==> src/rtl/stack_arb_pkg.sv <==
// stack_arb_pkg: shared op and port encodings for the stack arbiter
package stack_arb_pkg;
  typedef enum logic {OP_PUSH = 1'b0, OP_POP = 1'b1} op_e;
  typedef enum logic {PORT_A = 1'b0, PORT_B = 1'b1} port_e;
endpackage

==> src/rtl/stack_arbiter_lifo_core.sv <==
// lifo_core: LIFO storage with occupancy count and registered pop data
module lifo_core
  import stack_arb_pkg::*;
#(
  parameter int DATA_W = 8,
  parameter int DEPTH  = 8,
  parameter int CNT_W  = $clog2(DEPTH + 1)
) (
  input  logic              clk,
  input  logic              rst_n,
  input  logic              i_push,
  input  logic              i_pop,
  input  logic              i_clr,
  input  logic [DATA_W-1:0] i_wdata,
  output logic [DATA_W-1:0] o_rdata,
  output logic [CNT_W-1:0]  o_count,
  output logic              o_full,
  output logic              o_empty
);
  localparam int AW = $clog2(DEPTH);
  logic [DATA_W-1:0] r_mem [DEPTH];
  logic [CNT_W-1:0]  r_count;
  logic [DATA_W-1:0] r_rdata;
  logic [AW-1:0]     w_rd_idx;
  assign w_rd_idx = AW'(r_count - CNT_W'(1));
  // storage is deliberately left unreset; only pointers and flags clear
  always_ff @(posedge clk)
    if (i_push) r_mem[r_count[AW-1:0]] <= i_wdata;
  // occupancy and read-data register; an errored op zeroes the read data
  always_ff @(posedge clk or negedge rst_n)
    if (!rst_n) begin
      r_count <= '0;
      r_rdata <= '0;
    end else begin
      r_count <= i_push ? r_count + CNT_W'(1) : i_pop ? r_count - CNT_W'(1) : r_count;
      r_rdata <= i_pop ? r_mem[w_rd_idx] : i_clr ? '0 : r_rdata;
    end
  assign o_rdata = r_rdata;
  assign o_count = r_count;
  assign o_full  = r_count == CNT_W'(DEPTH);
  assign o_empty = r_count == '0;
endmodule

==> src/rtl/stack_arbiter.sv <==
// stack_arbiter: two-port round-robin access to a shared LIFO (STACK_ARB_ERR_EN grants and flags ineligible ops)
module stack_arbiter
  import stack_arb_pkg::*;
#(
  parameter int DATA_W = 8,
  parameter int DEPTH  = 8,
  parameter int CNT_W  = $clog2(DEPTH + 1)
) (
  input  logic              clk,
  input  logic              rst_n,
  input  logic              a_req,
  input  logic              a_op,
  input  logic [DATA_W-1:0] a_wdata,
  output logic              a_gnt,
  output logic              a_rvalid,
  output logic [DATA_W-1:0] a_rdata,
  output logic              a_err,
  input  logic              b_req,
  input  logic              b_op,
  input  logic [DATA_W-1:0] b_wdata,
  output logic              b_gnt,
  output logic              b_rvalid,
  output logic [DATA_W-1:0] b_rdata,
  output logic              b_err,
  output logic              full,
  output logic              empty,
  output logic [CNT_W-1:0]  count
);
  port_e             r_rr_last, r_owner;
  logic              r_rvalid, r_err;
  logic              w_a_elig, w_b_elig, w_any, w_push, w_pop, w_err_op;
  op_e               w_op;
  logic [DATA_W-1:0] w_wdata, w_rdata;
`ifdef STACK_ARB_ERR_EN
  assign w_a_elig = a_req;
  assign w_b_elig = b_req;
  assign w_err_op = w_any & (w_op == OP_POP ? empty : full);
`else
  assign w_a_elig = a_req & (a_op == OP_POP ? !empty : !full);
  assign w_b_elig = b_req & (b_op == OP_POP ? !empty : !full);
  assign w_err_op = 1'b0;
`endif
  assign a_gnt   = w_a_elig & (!w_b_elig | r_rr_last == PORT_B);
  assign b_gnt   = w_b_elig & !a_gnt;
  assign w_any   = a_gnt | b_gnt;
  assign w_op    = a_gnt ? op_e'(a_op) : op_e'(b_op);
  assign w_wdata = a_gnt ? a_wdata : b_wdata;
  assign w_push  = w_any & w_op == OP_PUSH & !full;
  assign w_pop   = w_any & w_op == OP_POP & !empty;
  lifo_core #(.DATA_W(DATA_W), .DEPTH(DEPTH), .CNT_W(CNT_W)) u_core (
    .clk     (clk),
    .rst_n   (rst_n),
    .i_push  (w_push),
    .i_pop   (w_pop),
    .i_clr   (w_err_op),
    .i_wdata (w_wdata),
    .o_rdata (w_rdata),
    .o_count (count),
    .o_full  (full),
    .o_empty (empty)
  );
  // last winner, response owner and the one-cycle response/err pulse
  always_ff @(posedge clk or negedge rst_n)
    if (!rst_n) begin
      r_rr_last <= PORT_B;
      r_owner   <= PORT_A;
      r_rvalid  <= 1'b0;
      r_err     <= 1'b0;
    end else begin
      r_rr_last <= a_gnt ? PORT_A : b_gnt ? PORT_B : r_rr_last;
      r_owner   <= (w_pop | w_err_op) ? (a_gnt ? PORT_A : PORT_B) : r_owner;
      r_rvalid  <= w_pop | w_err_op;
      r_err     <= w_err_op;
    end
  assign a_rvalid = r_rvalid & r_owner == PORT_A;
  assign b_rvalid = r_rvalid & r_owner == PORT_B;
  assign a_err    = r_err & r_owner == PORT_A;
  assign b_err    = r_err & r_owner == PORT_B;
  assign a_rdata  = r_owner == PORT_A ? w_rdata : '0;
  assign b_rdata  = r_owner == PORT_B ? w_rdata : '0;
endmodule

==> config.mk <==
export PLATFORM = sky130hd
export DESIGN_NAME = stack_arbiter
export DESIGN_NICKNAME = d
export VERILOG_FILES = /design/src/rtl/stack_arb_pkg.sv /design/src/rtl/stack_arbiter_lifo_core.sv /design/src/rtl/stack_arbiter.sv
export SDC_FILE = /design/constraint.sdc
export NUM_CORES = 1
export LEC_CHECK = 0
export ABC_AREA = 1
export BUFFER_PORTS_ARGS = -buffer_cell sky130_fd_sc_hd__buf_2
export CAP_MARGIN = 40
export CORE_MARGIN = 4
export CORE_UTILIZATION = 30
export DETAILED_ROUTE_END_ITERATION = 7
export GPL_TIMING_DRIVEN = 1
export PLACE_DENSITY_LB_ADDON = 0.15
export SYNTH_ARGS = -nofsm -noshare
export SYNTH_HDL_FRONTEND = slang
export SYNTH_SLANG_ARGS = --single-unit
==> constraint.sdc <==
create_clock -name clk -period 9.3 [get_ports clk]
set_clock_uncertainty 0.15 [all_clocks]
set_input_delay 0.465 -clock clk [delete_from_list [all_inputs] [get_ports clk]]
set_output_delay 0.465 -clock clk [all_outputs]
set_load 0.02 [all_outputs]
==> results of run 1 <==
worst min-delay path, stage by stage:
cell and delay [ps]:
sky130_fd_sc_hd__buf_2 120, sky130_fd_sc_hd__nand4_2 110, sky130_fd_sc_hd__o21ai_0 90
final timing paths:
check                                        from                  to
worst max-delay path            u_core.o_count[0]  u_core.r_mem[0][7]
worst min-delay path                        b_req           r_rr_last
worst max register to register  u_core.o_count[0]  u_core.r_mem[0][7]
worst min register to register  u_core.o_rdata[3]   u_core.o_rdata[3]
max in group asynchronous                   rst_n           r_rr_last
min in group asynchronous                   rst_n   u_core.o_rdata[5]
placed cells by master (no fill, tap or decap):
cell type / count
sky130_fd_sc_hd__nor2_2: 1
sky130_fd_sc_hd__nor2_4: 1
sky130_fd_sc_hd__a21oi_1: 1
sky130_fd_sc_hd__dfstp_2: 1
sky130_fd_sc_hd__xnor2_1: 1
sky130_fd_sc_hd__nand2_1: 56
sky130_fd_sc_hd__nand2_8: 1
sky130_fd_sc_hd__nand3_4: 1
sky130_fd_sc_hd__nand4_2: 1
sky130_fd_sc_hd__nand3_2: 2
sky130_fd_sc_hd__o21ai_0: 41
sky130_fd_sc_hd__nand4_1: 1
sky130_fd_sc_hd__o22ai_1: 8
sky130_fd_sc_hd__inv_4: 1
sky130_fd_sc_hd__o21ai_2: 9
sky130_fd_sc_hd__conb_1: 2
sky130_fd_sc_hd__o221ai_1: 8
sky130_fd_sc_hd__clkbuf_16: 10
sky130_fd_sc_hd__edfxtp_1: 64
sky130_fd_sc_hd__ha_1: 2
sky130_fd_sc_hd__nand2_4: 1
sky130_fd_sc_hd__dlygate4sd3_1: 1
sky130_fd_sc_hd__nor3_1: 3
sky130_fd_sc_hd__nand3_1: 9
sky130_fd_sc_hd__buf_2: 50
sky130_fd_sc_hd__clkbuf_8: 2
sky130_fd_sc_hd__nor2_1: 49
sky130_fd_sc_hd__bufinv_16: 2
sky130_fd_sc_hd__clkbuf_1: 2
sky130_fd_sc_hd__nand2_2: 3
sky130_fd_sc_hd__dfrtp_1: 14
sky130_fd_sc_hd__buf_4: 2
sky130_fd_sc_hd__inv_1: 29
sky130_fd_sc_hd__clkinv_1: 1
sky130_fd_sc_hd__xor2_1: 4
cells by family after synthesis:
group                    Yosys count
other                              1
AND/OR/NAND/NOR                  129
AO/OA/AOI/OAI                     67
buffers and inverters             50
flip-flops                        79
adder cells (fa/ha/maj)            2
XOR/XNOR                           5
registers in the layout, indices dropped and copies added, names as in the netlist:
name	cells
r_owner	1
r_rr_last	1
r_rvalid	1
u_core.o_count	4
u_core.o_rdata	8
u_core.r_mem	64
cell type report:
| type | instances | area [µm²] |
|---|---|---|
| Clock buffer | 14 | 285 |
| Clock inverter | 2 | 60.1 |
| Fill cell | 1120 | 7280 |
| Inverter | 31 | 119 |
| Multi-Input combinational cell | 205 | 1060 |
| Sequential cell | 79 | 2300 |
| Tap cell | 143 | 179 |
| Timing Repair Buffer | 53 | 275 |
per-stage QoR:
| stage | utilization [%] | cells | area, µm² | setup slack (ps) |
|---|---|---|---|---|
| after detailed placement | 33.9 | 510 | 3930 | 6020 |
| final | 37.0 | 527 | 4280 | 6070 |
| after CTS | 37.0 | 527 | 4280 | 6020 |
| after floorplan | - | 334 | 3590 | 6150 |
| after global routing | 37.0 | 527 | 4280 | 5750 |
| after global placement | 33.8 | 507 | 3910 | 5910 |
layer usage:
| metal | share of wire [%] | up-vias | GRT usage (%) |
|---|---|---|---|
| met1 | 51 | 1146 | 19.9 |
| li1 | - | 1224 | - |
| met3 | 7.7 | 8 | 2.69 |
| met2 | 39 | 102 | 17.2 |
| met4 | 1.5 | 0 | 5.79 |
| met5 | 0 | - | 0 |
where the power goes:
group | total, mW | internal, mW | switching, mW
sequential | 0.526 | 0.474 | 0.0522
combinational | 0.676 | 0.201 | 0.475
clock | 0.398 | 0.266 | 0.132
total | 1.60 | 0.941 | 0.660
==> results.txt, run 1 <==
----------------------------------------------------
[Global routing]
  Overall track demand over capacity in global routing ... 12.9%
  Largest net degree at the start of global routing ... 39
  Antenna violations before repair ... 0
  Via count of the first global-routing pass ... 2372
  Residual overflow from global routing ... 0
  Wire length of the first global-routing pass ... 13.7 mm

[Synthesis]
  Primary flip-flop cell chosen by synthesis mapping ... sky130_fd_sc_hd__edfxtp_1
  Top post-synthesis cells by count ... 64 x sky130_fd_sc_hd__edfxtp_1, 56 x sky130_fd_sc_hd__nand2_1, 49 x sky130_fd_sc_hd__nor2_1
  Share of the synthesized area in compound gates (AO/OA/AOI/OAI) ... 11.4%
  Yosys top cell area share ... 53.5%
  Cell types with the largest area share after synthesis ... sky130_fd_sc_hd__edfxtp_1 54%, sky130_fd_sc_hd__dfrtp_1 9.8%, sky130_fd_sc_hd__nand2_1 5.9%, sky130_fd_sc_hd__o21ai_0 5.7%, sky130_fd_sc_hd__nor2_1 5.1%
  Share of synthesized area occupied by flip-flops and latches ... 64.0%
  Share of cell area taken by muxes after synthesis ... 0%
  Post-synthesis xor/xnor area fraction ... 1.22%
  Most instantiated library cell after synthesis ... sky130_fd_sc_hd__edfxtp_1
  Cell count after synthesis ... 333
  Number of synthesized flops with an enable pin ... 64
  Seq cells post-synth ... 79
  Netlist cell types ... 33
  Simple-gate share of the synthesized area ... 16.1%
  Combinational family with the most area after synthesis ... simple AND/OR/NAND/NOR gates
  Share of synthesized registers carrying an async set or reset ... 19.0%
  Summed instance area of the synthesized netlist ... 3590 µm²
  Biggest area consumer among synthesized cells ... sky130_fd_sc_hd__edfxtp_1
  YS warnings ... 0
  Syn avg cell area ... 10.8 µm²
  Adder-Cell Fraction of Synth Area ... 0.697%

[Floorplan]
  Overall die width ... 117 µm
  Placeable core region ... 11600 µm²
  Vert. Die Dim ... 117 µm
  Number of top-level pins ... 50
  Initial Utilization ... 31.0%
  Die Footprint ... 13800 µm²
  Number of core rows ... 39

[Critical path]
  Crit start category ... flip-flop
  Nature of the critical path endpoint ... flip-flop
  Critical path class ... flip-flop to flip-flop
  Largest stage delay on the critical path ... 620 ps
  Crit-path leading delay family ... simple AND/OR/NAND/NOR gates
  Worst Reg2Reg Path Length in Cells ... 10
  FF-to-FF setup slack ... 6070 ps
  Critical Path, Cell by Cell ... buf_4 -> clkinv_1 -> ha_1 -> nand3_2 -> nor2_1 -> nor2_2 -> nand2_2 -> nand2_2 -> nand2_1 -> nor2_1
  Worst path arrival time ... 3040 ps
  Slowest stage cell, crit path ... sky130_fd_sc_hd__nor2_1
  Critical Path RT ... 9110 ps
  Buffers and inverters on the worst path ... 2
  CP Max Fanout ... 38
  Logic depth of the worst setup path including buffers ... 10

[Placement]
  Number of buffers inserted by port buffering ... 47
  Final weighted congestion of routability-driven global placement ... 0.808
  Detailed placer's ending HPWL ... 6.17 mm

[Clock tree]
  Max Root-Sink Buffers ... 2
  CTS Buf Count ... 9
  Clock tree sinks ... 79
  Root Buffer Master ... sky130_fd_sc_hd__clkbuf_16
  Clk Latency, worst-skew pair ... 330 ps
  TritonCTS clock tree ... yes
  Number of resized instances in the post-cts repair step ... 0
  Number of buffers inserted to repair setup after CTS ... 0
  Number of hold buffers added after CTS ... 1
  Clock Pin Slew Worst Setup and Hold Paths ... 60 ps
  Number of H-tree levels ... 3

[Routing]
  Final Routed Wirelength ... 8.67 mm
  Drt first pass iters ... 4
  Final routed wire length divided by cell count ... 16.5 µm
  Via/cell ratio ... 4.71
  Total DRC errors in the routed layout ... 0
  Vias ... 2480
  Number of DRC violations after detailed-routing iteration 0 ... 165
  Antenna viol nets, final ... 0

[Timing]
  Final setup violation count ... 0
  Final critical-path required period ... 3230 ps
  Setup repair after global routing missed its margin ... false
  Worst slew pin tran ... 737 ps
  Final Cycle Share ... 34.7%
  Highest achievable clock rate ... 309 MHz
  Aggregate negative setup slack ... 0 ps
  Max-slew headroom ... 50.7%
  Worst Hold Margin ... 319 ps
  Final-report max-slew violation count ... 0
  Endpoints failing hold ... 0

[Worst hold path]
  Classification of the worst-slack hold path ... primary input to flip-flop
  Hold Crit Depth ... 3

[Power]
  Power density over the cells ... 374 nW/µm²
  Lkg Pwr ... 1.78 nW
  Highest ir drop seen on vdd ... 0.147 mV
  Post-layout power ... 1.60 mW

[Finish]
  # nets final ... 403
  Final antenna diode count ... 0
  Post-synthesis to final-layout area growth ... 19.2%
  Share of layout cells above drive strength 1 ... 22.9%

[Run status]
  Result of the run ... finished clean

[Flow run]
  # Max-Cap Violations ... 0

----------------------------------------------------
(Power assumes the default switching activity.)
==> run 2: changes to the inputs <==
clock period = 3.25 ns   (was 9.3 ns; I/O delays follow)
==> run 2 against run 1 <==
Effect of this change: routed wire length fell by 6.2%; register-to-register slack worse by 5500 ps; non-clock buffer count is 7 higher; clock power increased by 140%; die area unchanged; cell count is 1.3% higher; largest cell class unchanged.
==> results.txt, run 2 (synthesis results as in run 1) <==
----------------------------------------------------
[Placement]
  Post-place instance area ... 3980 µm²
  Detailed placer's ending HPWL ... 5.42 mm
  Final weighted congestion of routability-driven global placement ... 0.784
  Number of buffers inserted by port buffering ... 47

[Global routing]
  Overall track demand over capacity in global routing ... 12.3%
  Antenna violations before repair ... 0
  Residual overflow from global routing ... 0
  Wire length of the first global-routing pass ... 13.1 mm
  Via count of the first global-routing pass ... 2375
  Largest net degree at the start of global routing ... 38

[Power]
  Cell-internal power ... 2.51 mW
  Relative contribution of sequential cells to total power ... 34.0%
  Switching share of total power ... 42.9%
  Proportion of power drawn by combinational gates ... 44.6%
  Psw ... 1.89 mW
  Power density over the cells ... 1030 nW/µm²
  Highest ir drop seen on vdd ... 0.487 mV
  Lkg Pwr ... 1.78 nW
  Share of total power in the clock network ... 21.4%

[Routing]
  Final Routed Wirelength ... 8.14 mm
  Number of DRC violations after detailed-routing iteration 0 ... 132
  Drt first pass iters ... 4
  Vias ... 2460
  Via/cell ratio ... 4.61
  Total DRC errors in the routed layout ... 0
  Antenna viol nets, final ... 0
  Final routed wire length divided by cell count ... 15.2 µm

[Timing]
  Endpoints failing hold ... 0
  Setup repair after global routing missed its margin ... false
  Final critical-path required period ... 2730 ps
  Aggregate negative setup slack ... 0 ps
  Final Cycle Share ... 83.9%
  Final setup violation count ... 0
  Final-report max-slew violation count ... 0
  Max-slew headroom ... 57.6%
  Highest achievable clock rate ... 367 MHz
  Worst slew pin tran ... 635 ps

[Floorplan]
  Placeable core region ... 11600 µm²
  Number of core rows ... 39
  Number of top-level pins ... 50
  Initial Utilization ... 31.0%
  Vert. Die Dim ... 117 µm
  Die Footprint ... 13800 µm²
  Overall die width ... 117 µm

[Finish]
  Post-synthesis to final-layout area growth ... 19.3%
  Share of layout cells above drive strength 1 ... 24.6%
  Leading cell types in the layout, fill and taps excluded ... 64 x sky130_fd_sc_hd__edfxtp_1, 56 x sky130_fd_sc_hd__nand2_1, 49 x sky130_fd_sc_hd__nor2_1, 47 x sky130_fd_sc_hd__buf_2, 41 x sky130_fd_sc_hd__o21ai_0
  Final non-filler cell area ... 4280 µm²
  Flip-flop count of the largest register after layout ... 64
  Most common cell after layout, fill and taps aside ... sky130_fd_sc_hd__edfxtp_1
  # nets final ... 410
  Final antenna diode count ... 0

[Critical path]
  FF-to-FF setup slack ... 530 ps
  Crit start category ... flip-flop
  CP Max Fanout ... 11
  Critical Path, Cell by Cell ... inv_1 -> ha_1 -> nand3_2 -> nor2_1 -> nor2_2 -> nand2_2 -> inv_1 -> nor2_1 -> buf_2
  Critical path class ... flip-flop to primary output
  Largest stage delay on the critical path ... 450 ps
  Nature of the critical path endpoint ... primary output
  Slowest stage cell, crit path ... sky130_fd_sc_hd__dfrtp_1
  Worst path arrival time ... 2410 ps
  Critical Path RT ... 2940 ps

[Clock tree]
  Number of resized instances in the post-cts repair step ... 0
  Max Root-Sink Buffers ... 2
  Clock Pin Slew Worst Setup and Hold Paths ... 60 ps
  CTS Buf Count ... 9
  Clk Latency, worst-skew pair ... 330 ps
  Number of H-tree levels ... 3
  Root Buffer Master ... sky130_fd_sc_hd__clkbuf_16
  TritonCTS clock tree ... yes
  Clock tree sinks ... 79

[Worst hold path]
  Classification of the worst-slack hold path ... primary input to flip-flop

[Flow run]
  # Max-Cap Violations ... 0

[Run status]
  Result of the run ... finished clean

----------------------------------------------------
run 2: power by group through the flow:
stage	sequential [mW]	combinational, mW	clock, mW
6_report	1.50	1.96	0.940
5_1_grt	1.52	2.19	1.01
4_1_cts	1.50	1.99	0.965
3_5_place_dp	1.52	1.99	0
3_3_place_gp	1.51	2.00	0
2_1_floorplan	1.47	1.44	0
run 2: through the flow:
step	hold WS [ps]	power, mW	setup WS (ps)	utilization (%)	instances
after floorplan	-283	2.91	95.3	-	334
after global placement	-45.7	3.51	617	34.4	516
after detailed placement	-49.6	3.51	516	34.4	516
after CTS	52.3	4.46	486	37.0	534
after global routing	75.3	4.72	324	37.0	534
final	57.3	4.40	524	37.0	534
run 2: cell type report:
type                            count  area (µm²)
Multi-Input combinational cell    205        1060
Timing Repair Buffer               60         338
Clock inverter                      5        32.5
Clock buffer                       11         253
Fill cell                        1155        7280
Sequential cell                    79        2300
Inverter                           31         119
Tap cell                          143         179
run 2: worst paths after layout:
| path | from | to | depth (start not counted) |
|---|---|---|---|
| max | u_core.o_count[1] | b_gnt | 9 |
| min | a_req | r_rr_last | 4 |
| max reg2reg | u_core.o_count[1] | u_core.r_mem[7][2] | 9 |
| min reg2reg | u_core.o_rdata[0] | u_core.o_rdata[0] | 2 |
| max in group asynchronous | rst_n | r_rr_last | 2 |
| min in group asynchronous | rst_n | u_core.o_count[0] | 2 |
run 2: layer usage:
layer	share of wire, %	wire length, µm	up-vias	GRT usage (%)
met5	0	0	-	0
met4	1.2	100	0	3.81
met3	5.5	447	7	3.95
met2	44	3560	67	18.6
met1	50	4040	1146	16.9
li1	-	-	1240	-
run 2: timing repair:
action	CTS	global route
setup buffers	0	0
hold endpoints to repair	16	0
hold buffers	2	0
endpoints found under the setup margin	0	0
run 2: worst max-delay path, delay by kind of cell (launching register included):
kind,cells,cell delay (ps)
adders and majority gates,1,300
and+or+nand+nor,5,730
buffers and inverters,3,600
DFF,1,450
==> run 3: changes to the inputs <==
clock period = 2.7 ns   (was 3.25 ns; I/O delays follow)
==> run 3 against run 2 <==
Effect of this change: combinational power up 29%; power up 25%; hold slack worse by 31 ps; critical path type unchanged; largest cell class unchanged.
==> results.txt, run 3 (synthesis results as in run 1) <==
----------------------------------------------------
[Finish]
  Filler cell count ... 1161
  Post-synthesis to final-layout area growth ... 22.2%
  Final antenna diode count ... 0
  Flip-flop count of the largest register after layout ... 64
  Leading cell types in the layout, fill and taps excluded ... 64 x sky130_fd_sc_hd__edfxtp_1, 55 x sky130_fd_sc_hd__nand2_1, 47 x sky130_fd_sc_hd__buf_2, 44 x sky130_fd_sc_hd__nor2_1, 41 x sky130_fd_sc_hd__o21ai_0
  Share of layout cells above drive strength 1 ... 28.7%
  # nets final ... 413
  Most common cell after layout, fill and taps aside ... sky130_fd_sc_hd__edfxtp_1

[Routing]
  Drt first pass iters ... 4
  Vias ... 2494
  Antenna viol nets, final ... 0
  Final routed wire length divided by cell count ... 15.3 µm
  Via/cell ratio ... 4.64
  Total DRC errors in the routed layout ... 0
  Final Routed Wirelength ... 8.20 mm
  Number of DRC violations after detailed-routing iteration 0 ... 205

[Critical path]
  Worst setup path end ... b_gnt
  Reg2Reg Launch Point ... u_core.o_count[1]
  Logic depth of the worst setup path including buffers ... 10
  Crit start category ... flip-flop
  Worst Reg2Reg Path Length in Cells ... 11
  Critical Path, Cell by Cell ... inv_1 -> ha_4 -> nand3_2 -> nor2_1 -> nor2_2 -> nand2_2 -> buf_4 -> clkinvlp_4 -> nor2_1 -> buf_2
  Buffers and inverters on the worst path ... 4
  Crit-path leading delay family ... buffers and inverters
  Startpoint of the most critical setup path ... u_core.o_count[1]
  Critical Path RT ... 2410 ps
  CP Max Fanout ... 9
  Nature of the critical path endpoint ... primary output
  FF-to-FF setup slack ... 220 ps
  Largest stage delay on the critical path ... 380 ps
  Reg-to-Reg End ... u_core.r_mem[7][6]
  Cell repeated most along the worst path ... sky130_fd_sc_hd__nor2_1
  Critical path class ... flip-flop to primary output
  Slowest stage cell, crit path ... sky130_fd_sc_hd__dfrtp_1
  Worst path arrival time ... 2220 ps

[Global routing]
  Residual overflow from global routing ... 0
  Antenna violations before repair ... 0
  Met1 routing resource usage after global routing ... 18.1%
  Overall track demand over capacity in global routing ... 12.3%
  Wire length of the first global-routing pass ... 13.2 mm
  Largest net degree at the start of global routing ... 38
  GR Layer Usage met2 ... 17.7%
  Global routing met3 resource utilization ... 3.46%
  Via count of the first global-routing pass ... 2401
  Busiest metal layer after global routing ... met1

[Run status]
  Result of the run ... finished clean

[Power]
  Power density over the cells ... 1250 nW/µm²
  Lkg Pwr ... 1.82 nW
  Highest ir drop seen on vdd ... 0.433 mV
  Post-layout power ... 5.50 mW

[Floorplan]
  Die Footprint ... 13800 µm²
  Number of core rows ... 39
  Overall die width ... 117 µm
  Initial Utilization ... 31.0%
  Placeable core region ... 11600 µm²
  Number of top-level pins ... 50
  Vert. Die Dim ... 117 µm

[Clock tree]
  Clock tree sinks ... 79
  Root Buffer Master ... sky130_fd_sc_hd__clkbuf_16
  Clock Pin Slew Worst Setup and Hold Paths ... 60 ps
  Clk Latency, worst-skew pair ... 330 ps
  CTS Buf Count ... 9
  Max Root-Sink Buffers ... 2
  Number of H-tree levels ... 3
  TritonCTS clock tree ... yes

[Timing]
  Final Cycle Share ... 92.7%
  Max-slew headroom ... 61.5%
  Setup repair after global routing missed its margin ... false
  Final critical-path required period ... 2500 ps
  Final setup violation count ... 0
  Highest achievable clock rate ... 399 MHz
  Final-report max-slew violation count ... 0
  Endpoints failing hold ... 0
  Aggregate negative setup slack ... 0 ps
  Worst slew pin tran ... 578 ps

[Placement]
  Detailed placer's ending HPWL ... 5.66 mm
  Final weighted congestion of routability-driven global placement ... 0.804
  Number of buffers inserted by port buffering ... 47

[Worst hold path]
  Classification of the worst-slack hold path ... primary input to flip-flop

[Flow run]
  # Max-Cap Violations ... 0

----------------------------------------------------
-- run 3: area by class of cell --
cell class	instances	area, µm²	share of cell area [%]
sequential	79	2300	52.4
multi-input combinational	205	1130	25.8
timing repair buffer	63	358	8.16
clock buffer	9	225	5.13
tap	143	179	4.08
inverter	31	124	2.82
clock inverter	7	71.3	1.63
-- run 3: where the power goes --
part | switching (mW) | total (mW) | internal (mW)
combinational | 1.73 | 2.52 | 0.794
sequential | 0.154 | 1.79 | 1.63
clock | 0.476 | 1.19 | 0.715
-- run 3: how the worst min path moves through the flow --
stage,start,to,slack [ps],depth (start not counted)
floorplan,rst_n,r_owner,-310,0
global placement,rst_n,r_rvalid,-80,1
detailed placement,rst_n,u_core.o_rdata[4],-80,1
CTS,b_req,r_rr_last,0.5,3
global route,b_req,r_rr_last,50,3
finish,b_req,r_rr_last,30,3
-- run 3: metrics by stage --
stage               hold slack (ps)  std cells  util [%]  instance area (µm²)  setup slack (ps)
floorplan                      -311        334         -                 3650              6.79
global placement              -84.0        516      34.9                 4040               203
detailed placement            -80.3        516      34.9                 4040               151
CTS                           0.483        533      37.6                 4340              66.7
global route                   53.4        537      37.9                 4390              19.3
finish                         26.5        537      37.9                 4390               196
-- run 3: worst min-delay path, delay by kind of cell --
family | cells | cell delay (ps)
and+or+nand+nor | 1 | 110
AOI/OAI and AO/OA | 1 | 130
buffers and inverters | 1 | 110
-- run 3: metal layers --
metal / up-vias / part of all wire (%) / routed length (µm)
met4: 0 / 1.2 / 101
met2: 75 / 41 / 3320
met3: 7 / 6.3 / 513
met5: - / 0 / 0
met1: 1169 / 52 / 4260
li1: 1243 / - / -
-- run 3: timing repair --
action | in CTS | in global routing
buffers inserted | 0 | 4
hold buffers | 1 | 0
resized for setup | 0 | 2
endpoints found under the hold margin | 15 | 0
endpoints found under the setup margin | 0 | 30
